<file path="src/rtl/dl_seq_pkg.sv">
// Shared types for the ROM download sequencer.
// States, FIFO entry layout and default widths.
package dl_seq_pkg;

  localparam int DL_ADDR_W       = 19;
  localparam int DL_REGION_SHIFT = 14;
  localparam int DL_REGION_W     = DL_ADDR_W - DL_REGION_SHIFT;
  localparam int DL_DATA_W       = 8;

  typedef enum logic [2:0] {
    IDLE,
    LOAD,
    DRAIN,
    HOLD,
    RUN
  } state_t;

  typedef struct packed {
    logic [DL_ADDR_W-1:0] addr;
    logic [DL_DATA_W-1:0] data;
  } entry_t;

endpackage

</file>
<file path="src/rtl/sync_fifo.sv">
// Show-ahead synchronous FIFO.
// A push into a full FIFO is taken when a pop happens the same cycle.
module sync_fifo #(
  parameter int DEPTH = 4,
  parameter int WIDTH = 8
) (
  input  logic             clk,
  input  logic             reset,
  input  logic             push,
  input  logic             pop,
  input  logic [WIDTH-1:0] din,
  output logic [WIDTH-1:0] dout,
  output logic             full,
  output logic             empty
);

  localparam int AW = $clog2(DEPTH);
  localparam logic [AW:0] ONE = (AW+1)'(1);

  logic [WIDTH-1:0] mem [DEPTH];
  logic [AW:0]      wr_ptr;
  logic [AW:0]      rd_ptr;
  logic             do_push;
  logic             do_pop;

  assign empty   = (wr_ptr == rd_ptr);
  assign full    = (wr_ptr[AW] != rd_ptr[AW]) &&
                   (wr_ptr[AW-1:0] == rd_ptr[AW-1:0]);
  assign do_pop  = pop & ~empty;
  assign do_push = push & (~full | do_pop);
  assign dout    = mem[rd_ptr[AW-1:0]];

  always_ff @(posedge clk) begin
    if (reset) begin
      wr_ptr <= '0;
      rd_ptr <= '0;
    end else begin
      if (do_push) wr_ptr <= wr_ptr + ONE;
      if (do_pop)  rd_ptr <= rd_ptr + ONE;
    end
  end

  always_ff @(posedge clk) begin
    if (do_push) mem[wr_ptr[AW-1:0]] <= din;
  end

endmodule

</file>
<file path="src/rtl/dl_sequencer.sv">
// ROM download sequencer: buffers ioctl writes, replays them to the
// core over valid/ready and owns the core reset.
module dl_sequencer
  import dl_seq_pkg::*;
#(
  parameter int ADDR_W       = DL_ADDR_W,
  parameter int REGION_SHIFT = DL_REGION_SHIFT,
  parameter int FIFO_DEPTH   = 4,
  parameter int HOLD_CYCLES  = 1024
) (
  input  logic                     clk_sys,
  input  logic                     reset,
  input  logic                     ioctl_download,
  input  logic                     ioctl_wr,
  input  logic [ADDR_W-1:0]        ioctl_addr,
  input  logic [7:0]               ioctl_dout,
  output logic                     mem_valid,
  input  logic                     mem_ready,
  output logic [ADDR_W-1:0]        mem_addr,
  output logic [7:0]               mem_data,
  output logic [ADDR_W-REGION_SHIFT-1:0] mem_region,
  output logic                     core_reset,
  output logic                     busy,
  output logic                     overflow,
  output logic [ADDR_W:0]          byte_count,
  output logic [7:0]               checksum
);

  localparam int HOLD_W = $clog2(HOLD_CYCLES) + 1;
  localparam logic [HOLD_W-1:0] HOLD_LAST = HOLD_W'(HOLD_CYCLES - 1);
  localparam logic [HOLD_W-1:0] HOLD_ONE  = HOLD_W'(1);
  localparam logic [ADDR_W:0]   BC_ONE    = (ADDR_W+1)'(1);

  state_t            state;
  state_t            state_nx;
  logic              dl_prev;
  logic              rise;
  logic              fall;
  logic [HOLD_W-1:0] hold_cnt;
  entry_t            wr_e;
  entry_t            head;
  logic              fifo_full;
  logic              fifo_empty;
  logic              load;
  logic              pop;
  logic              push_req;
  logic              push_ok;

  assign rise     = ioctl_download & ~dl_prev;
  assign fall     = ~ioctl_download & dl_prev;
  assign load     = ~mem_valid | mem_ready;
  assign pop      = load & ~fifo_empty;
  assign push_req = ioctl_wr & ((state == LOAD) || (state == DRAIN));
  assign push_ok  = push_req & (~fifo_full | pop);
  assign busy     = (state != RUN);

  assign wr_e.addr = ioctl_addr;
  assign wr_e.data = ioctl_dout;

  sync_fifo #(
    .DEPTH (FIFO_DEPTH),
    .WIDTH ($bits(entry_t))
  ) u_fifo (
    .clk   (clk_sys),
    .reset (reset),
    .push  (push_req),
    .pop   (pop),
    .din   (wr_e),
    .dout  (head),
    .full  (fifo_full),
    .empty (fifo_empty)
  );

  always_comb begin
    state_nx = state;
    unique case (state)
      IDLE, RUN: if (rise) state_nx = LOAD;
      LOAD:      if (fall) state_nx = DRAIN;
      DRAIN: begin
        if (rise) state_nx = LOAD;
        else if (fifo_empty && !mem_valid) state_nx = HOLD;
      end
      HOLD: begin
        if (rise) state_nx = LOAD;
        else if (hold_cnt == HOLD_LAST) state_nx = RUN;
      end
      default: state_nx = IDLE;
    endcase
  end

  // dl_prev tracks the pin even in reset so a level still high
  // afterwards is not mistaken for a new download.
  always_ff @(posedge clk_sys) begin
    dl_prev <= ioctl_download;
  end

  always_ff @(posedge clk_sys) begin
    if (reset) begin
      state      <= IDLE;
      hold_cnt   <= '0;
      mem_valid  <= 1'b0;
      mem_addr   <= '0;
      mem_data   <= '0;
      mem_region <= '0;
      core_reset <= 1'b1;
      overflow   <= 1'b0;
      byte_count <= '0;
      checksum   <= '0;
    end else begin
      state      <= state_nx;
      core_reset <= (state_nx != RUN);
      hold_cnt   <= (state == HOLD) ? hold_cnt + HOLD_ONE : '0;
      if (load) begin
        mem_valid <= ~fifo_empty;
        if (!fifo_empty) begin
          mem_addr   <= head.addr;
          mem_data   <= head.data;
          mem_region <= head.addr[ADDR_W-1:REGION_SHIFT];
        end
      end
      if (rise) begin
        overflow   <= push_req & ~push_ok;
        byte_count <= push_ok ? BC_ONE : '0;
        checksum   <= push_ok ? ioctl_dout : '0;
      end else begin
        if (push_req && !push_ok) overflow <= 1'b1;
        if (push_ok) begin
          if (byte_count != '1) byte_count <= byte_count + BC_ONE;
          checksum <= checksum + ioctl_dout;
        end
      end
    end
  end

endmodule
</file>
<file path="config.mk">
export PLATFORM = sky130hd
export DESIGN_NAME = dl_sequencer
export DESIGN_NICKNAME = d
export VERILOG_FILES = /design/src/rtl/dl_seq_pkg.sv /design/src/rtl/sync_fifo.sv /design/src/rtl/dl_sequencer.sv
export SDC_FILE = /design/constraint.sdc
export NUM_CORES = 1
export LEC_CHECK = 0
export CORE_ASPECT_RATIO = 1.1
export CORE_MARGIN = 5
export CORE_UTILIZATION = 60
export DETAILED_ROUTE_END_ITERATION = 10
export GPL_ROUTABILITY_DRIVEN = 0
export PLACE_DENSITY = 0.95
export SLEW_MARGIN = 10
export SYNTH_ARGS = -nofsm -noshare
export SYNTH_HDL_FRONTEND = slang
export SYNTH_SLANG_ARGS = --single-unit
</file>
<file path="constraint.sdc">
create_clock -name clk_sys -period 6.81 [get_ports clk_sys]
set_input_delay 2.043 -clock clk_sys [delete_from_list [all_inputs] [get_ports clk_sys]]
set_output_delay 2.043 -clock clk_sys [all_outputs]
set_load 0.02 [all_outputs]
</file>
==> summary.md <==
| Metric | Value |
|---|---|
| Commonest cells in the netlist | `edfxtp_1 (108), nand2_1 (91), dfxtp_1 (81)` |
| Die width | `119.2 um` |
| Largest net degree at the start of global routing | `57` |
| P_leak | `3.137 nW` |
| Synth top area share | `41.20%` |
| Most used DFF post-synth | `edfxtp_1` |
| Clock tree buffer depth | `2` |
| Worst Hold Class | `reg -> reg` |
| Period utilization | `63.56%` |
| Fmax | `231.0 MHz` |
| WL per Instance | `21.21 um` |
| Area Growth Syn to Fin | `20.38%` |
| Combinational group share of total power | `20.0%` |
| Max cap viols | `0` |
| Max_slew headroom | `36.43%` |
| Mapped Cells | `625` |
| Worst Tran Pin Value | `0.9535 ns` |
| Post-synth EDFFs | `108` |
| Crit start category | `input pin` |
| Ports | `96` |
| Worst reg2reg setup slack | `3.86 ns` |
| DRT iter0 DRCs | `520` |
| # Post-CTS Setup Buffers | `0` |
| Overall die height | `130.1 um` |
| Final #Nets | `751` |
| RSZ-0062 raised after global routing | `no` |
| Core area | `0.01305 mm2` |
| Setup TNS | `0 ns` |
| Yosys cell types | `63` |
| CP required | `7.15 ns` |
| Final core utilization | `72.63%` |
| Fraction of layout cells with a size suffix above 1 | `11.02%` |
| Most area-consuming cells after synthesis | `edfxtp_1 (41%), dfxtp_1 (21%), mux4_2 (7.7%)` |
| GR Util All Layers | `24.43%` |
| Syn. warnings | `0` |
| Avg Synthesized Cell Area | `12.60 um2` |
| First-pass GRT wire length | `29,290 um` |
| Initial Util | `60.34%` |
| DRC errors left | `0` |
| Die area | `0.01551 mm2` |
| Worst Setup End Kind | `flip-flop` |
| Final hold vios | `0` |
| Worst-path maximum fanout | `18` |
| DR vias | `5,624` |
| Run status | `complete, no violations` |
| Syn Nets | `672` |
| Hold buffers post-CTS | `0` |
| Clock power frac | `33.7%` |
| Antenna Cells | `0` |
| Post-synth ARST share | `0%` |
| Detailed Route WL | `18,620 um` |
| # rows | `44` |
| Vias in the first global route | `5,475` |
| Vias per cell | `6.405` |
| Root buffer cell | `clkbuf_16` |
| Worst clock skew | `0.01253 ns` |
| Switching Share | `29.12%` |
| Max VDD drop | `0.1757 mV` |
| First drt pass iteration count | `6` |
| Post-synth design cell area | `0.007873 mm2` |
| Clk Latency, worst-skew pair | `0.44 ns` |
| Sequential fraction of design power | `46.4%` |
| Synth Register Bits | `189` |
| Worst Setup Path Type | `in -> reg` |
| Synth area leader | `edfxtp_1` |
| Crit path DAT | `4.67 ns` |
| Internal power | `2.075 mW` |
| CTS resizes | `0` |
| Sw power | `852.5 uW` |
| Final ANT Viol Nets | `0` |
| Clk pin slew, worst setup/hold paths | `0.08 ns` |
| Final setup vio count | `0` |
| CTS tree | `done` |
| HPWL after DPL | `11,230 um` |
| Most frequent cell after synthesis | `edfxtp_1` |
| Slew Viols, Final | `0` |
| Total CTS buffers | `17` |
| Tmin final | `4.329 ns` |
| Register area share after synthesis | `61.79%` |
| Gr ovfl total | `0` |
| Port Buffers | `95` |
| H-tree Lvls | `4` |
| Clock sink count | `189` |
| Power density over the cells | `308.9 mW/mm2` |
| Initial antenna violation count | `0` |
==> cell families (layout without fill, tap and decap cells) <==
logic type | after synthesis | after routing | synth area share [%]
multiplexers | 35 | 35 | 8.757
AO/OA/AOI/OAI | 96 | 96 | 8.106
XOR/XNOR | 19 | 19 | 2.114
buffers and inverters | 55 | 147 | 3.290
AND/OR/NAND/NOR | 216 | 216 | 13.46
adder cells (fa/ha/maj) | 15 | 15 | 2.479
flip-flops | 189 | 189 | 61.79
==> power groups by stage <==
stage	Clock, mW	Combinational (mW)	Sequential, mW
CTS	0.996	0.585	1.36
global route	1.04	0.623	1.37
global placement	0	0.560	1.38
detailed placement	0	0.575	1.38
floorplan	0	0.319	1.41
finish	0.986	0.584	1.36
==> per-stage QoR <==
| stage | cell area [um2] | power [mW] | hold WS (ns) | std cells | worst slack [ns] |
|---|---|---|---|---|---|
| 6_report | 9477 | 2.928 | 0.4559 | 878 | 2.481 |
| 5_1_grt | 9477 | 3.037 | 0.4771 | 878 | 2.420 |
| 4_1_cts | 9477 | 2.942 | 0.4572 | 878 | 2.584 |
| 3_5_place_dp | 8879 | 1.960 | 0.4470 | 846 | 2.356 |
| 3_3_place_gp | 8879 | 1.938 | 0.4402 | 846 | 2.480 |
| 2_1_floorplan | 7873 | 1.734 | 0.4297 | 625 | 3.138 |
==> layout make-up <==
type                    instances  area [um2]
clock inverters                15       172.7
fillers                       785        3571
flip-flops and latches        189        4866
multi-input cells             381        2764
repair buffers                102       998.5
inverters                      13       48.80
clock buffers                  17       425.4
well taps                     161       201.4
==> flip-flops by register name, indices dropped and copies added, names as in the netlist, named ones only <==
register	count
mem_valid	1
checksum	8
u_fifo.rd_ptr	3
overflow	1
u_fifo.wr_ptr	3
u_fifo.mem	108
hold_cnt	11
mem_addr	19
core_reset	1
byte_count	20
mem_data	8
state	3
dl_prev	1
==> placed cells by master, fill, tap and decap left out, types with 3 or more instances in the layout <==
cell / Yosys / layout
xnor2_1: 12 / 12
inv_1: 13 / 13
clkbuf_16: 0 / 17
edfxtp_1: 108 / 108
mux4_2: 27 / 27
clkdlybuf4s50_1: 0 / 94
a21o_1: 3 / 3
and2_1: 3 / 3
nand3_1: 21 / 21
or4_1: 3 / 3
mux2i_1: 7 / 7
ha_1: 14 / 14
and3_1: 9 / 9
xor2_1: 7 / 7
a21oi_1: 44 / 44
o21ai_0: 9 / 9
a22oi_1: 5 / 5
a2111o_1: 5 / 5
nor2_1: 35 / 35
nor4_1: 10 / 10
clkinv_4: 0 / 4
o2111ai_1: 4 / 4
dfxtp_1: 81 / 80
inv_8: 0 / 4
nand4_1: 9 / 9
nand2_1: 91 / 91
or3_1: 9 / 9
o211ai_1: 3 / 3
nor3_1: 5 / 5
buf_4: 9 / 7
nor2b_1: 3 / 3
==> path summary, 6_finish.rpt <==
path,depth (start not counted),start,to
worst min-delay path,2,mem_addr[4],mem_addr[4]
worst max register to register,5,u_fifo.wr_ptr[0],checksum[6]
worst max-delay path,6,mem_ready,checksum[6]
worst min register to register,2,mem_addr[4],mem_addr[4]
==> critical path, cell delays in order <==
cell,delay (ns)
clkdlybuf4s50_1,0.43
nand2b_1,0.21
nand4bb_1,0.60
a21oi_2,0.86
a22oi_1,0.19
a311oi_1,0.33
==> metal layers <==
layer | share of wire, % | up-vias | routed length, um | global-route usage (%)
met1 | 38 | 2740 | 7111 | 29.54
met5 | 0 | - | 0 | 0
li1 | - | 2479 | - | -
met2 | 51 | 340 | 9439 | 41.74
met3 | 7.7 | 65 | 1442 | 6.545
met4 | 3.4 | 0 | 630 | 10.57
Power figures use the tool's default switching activity.
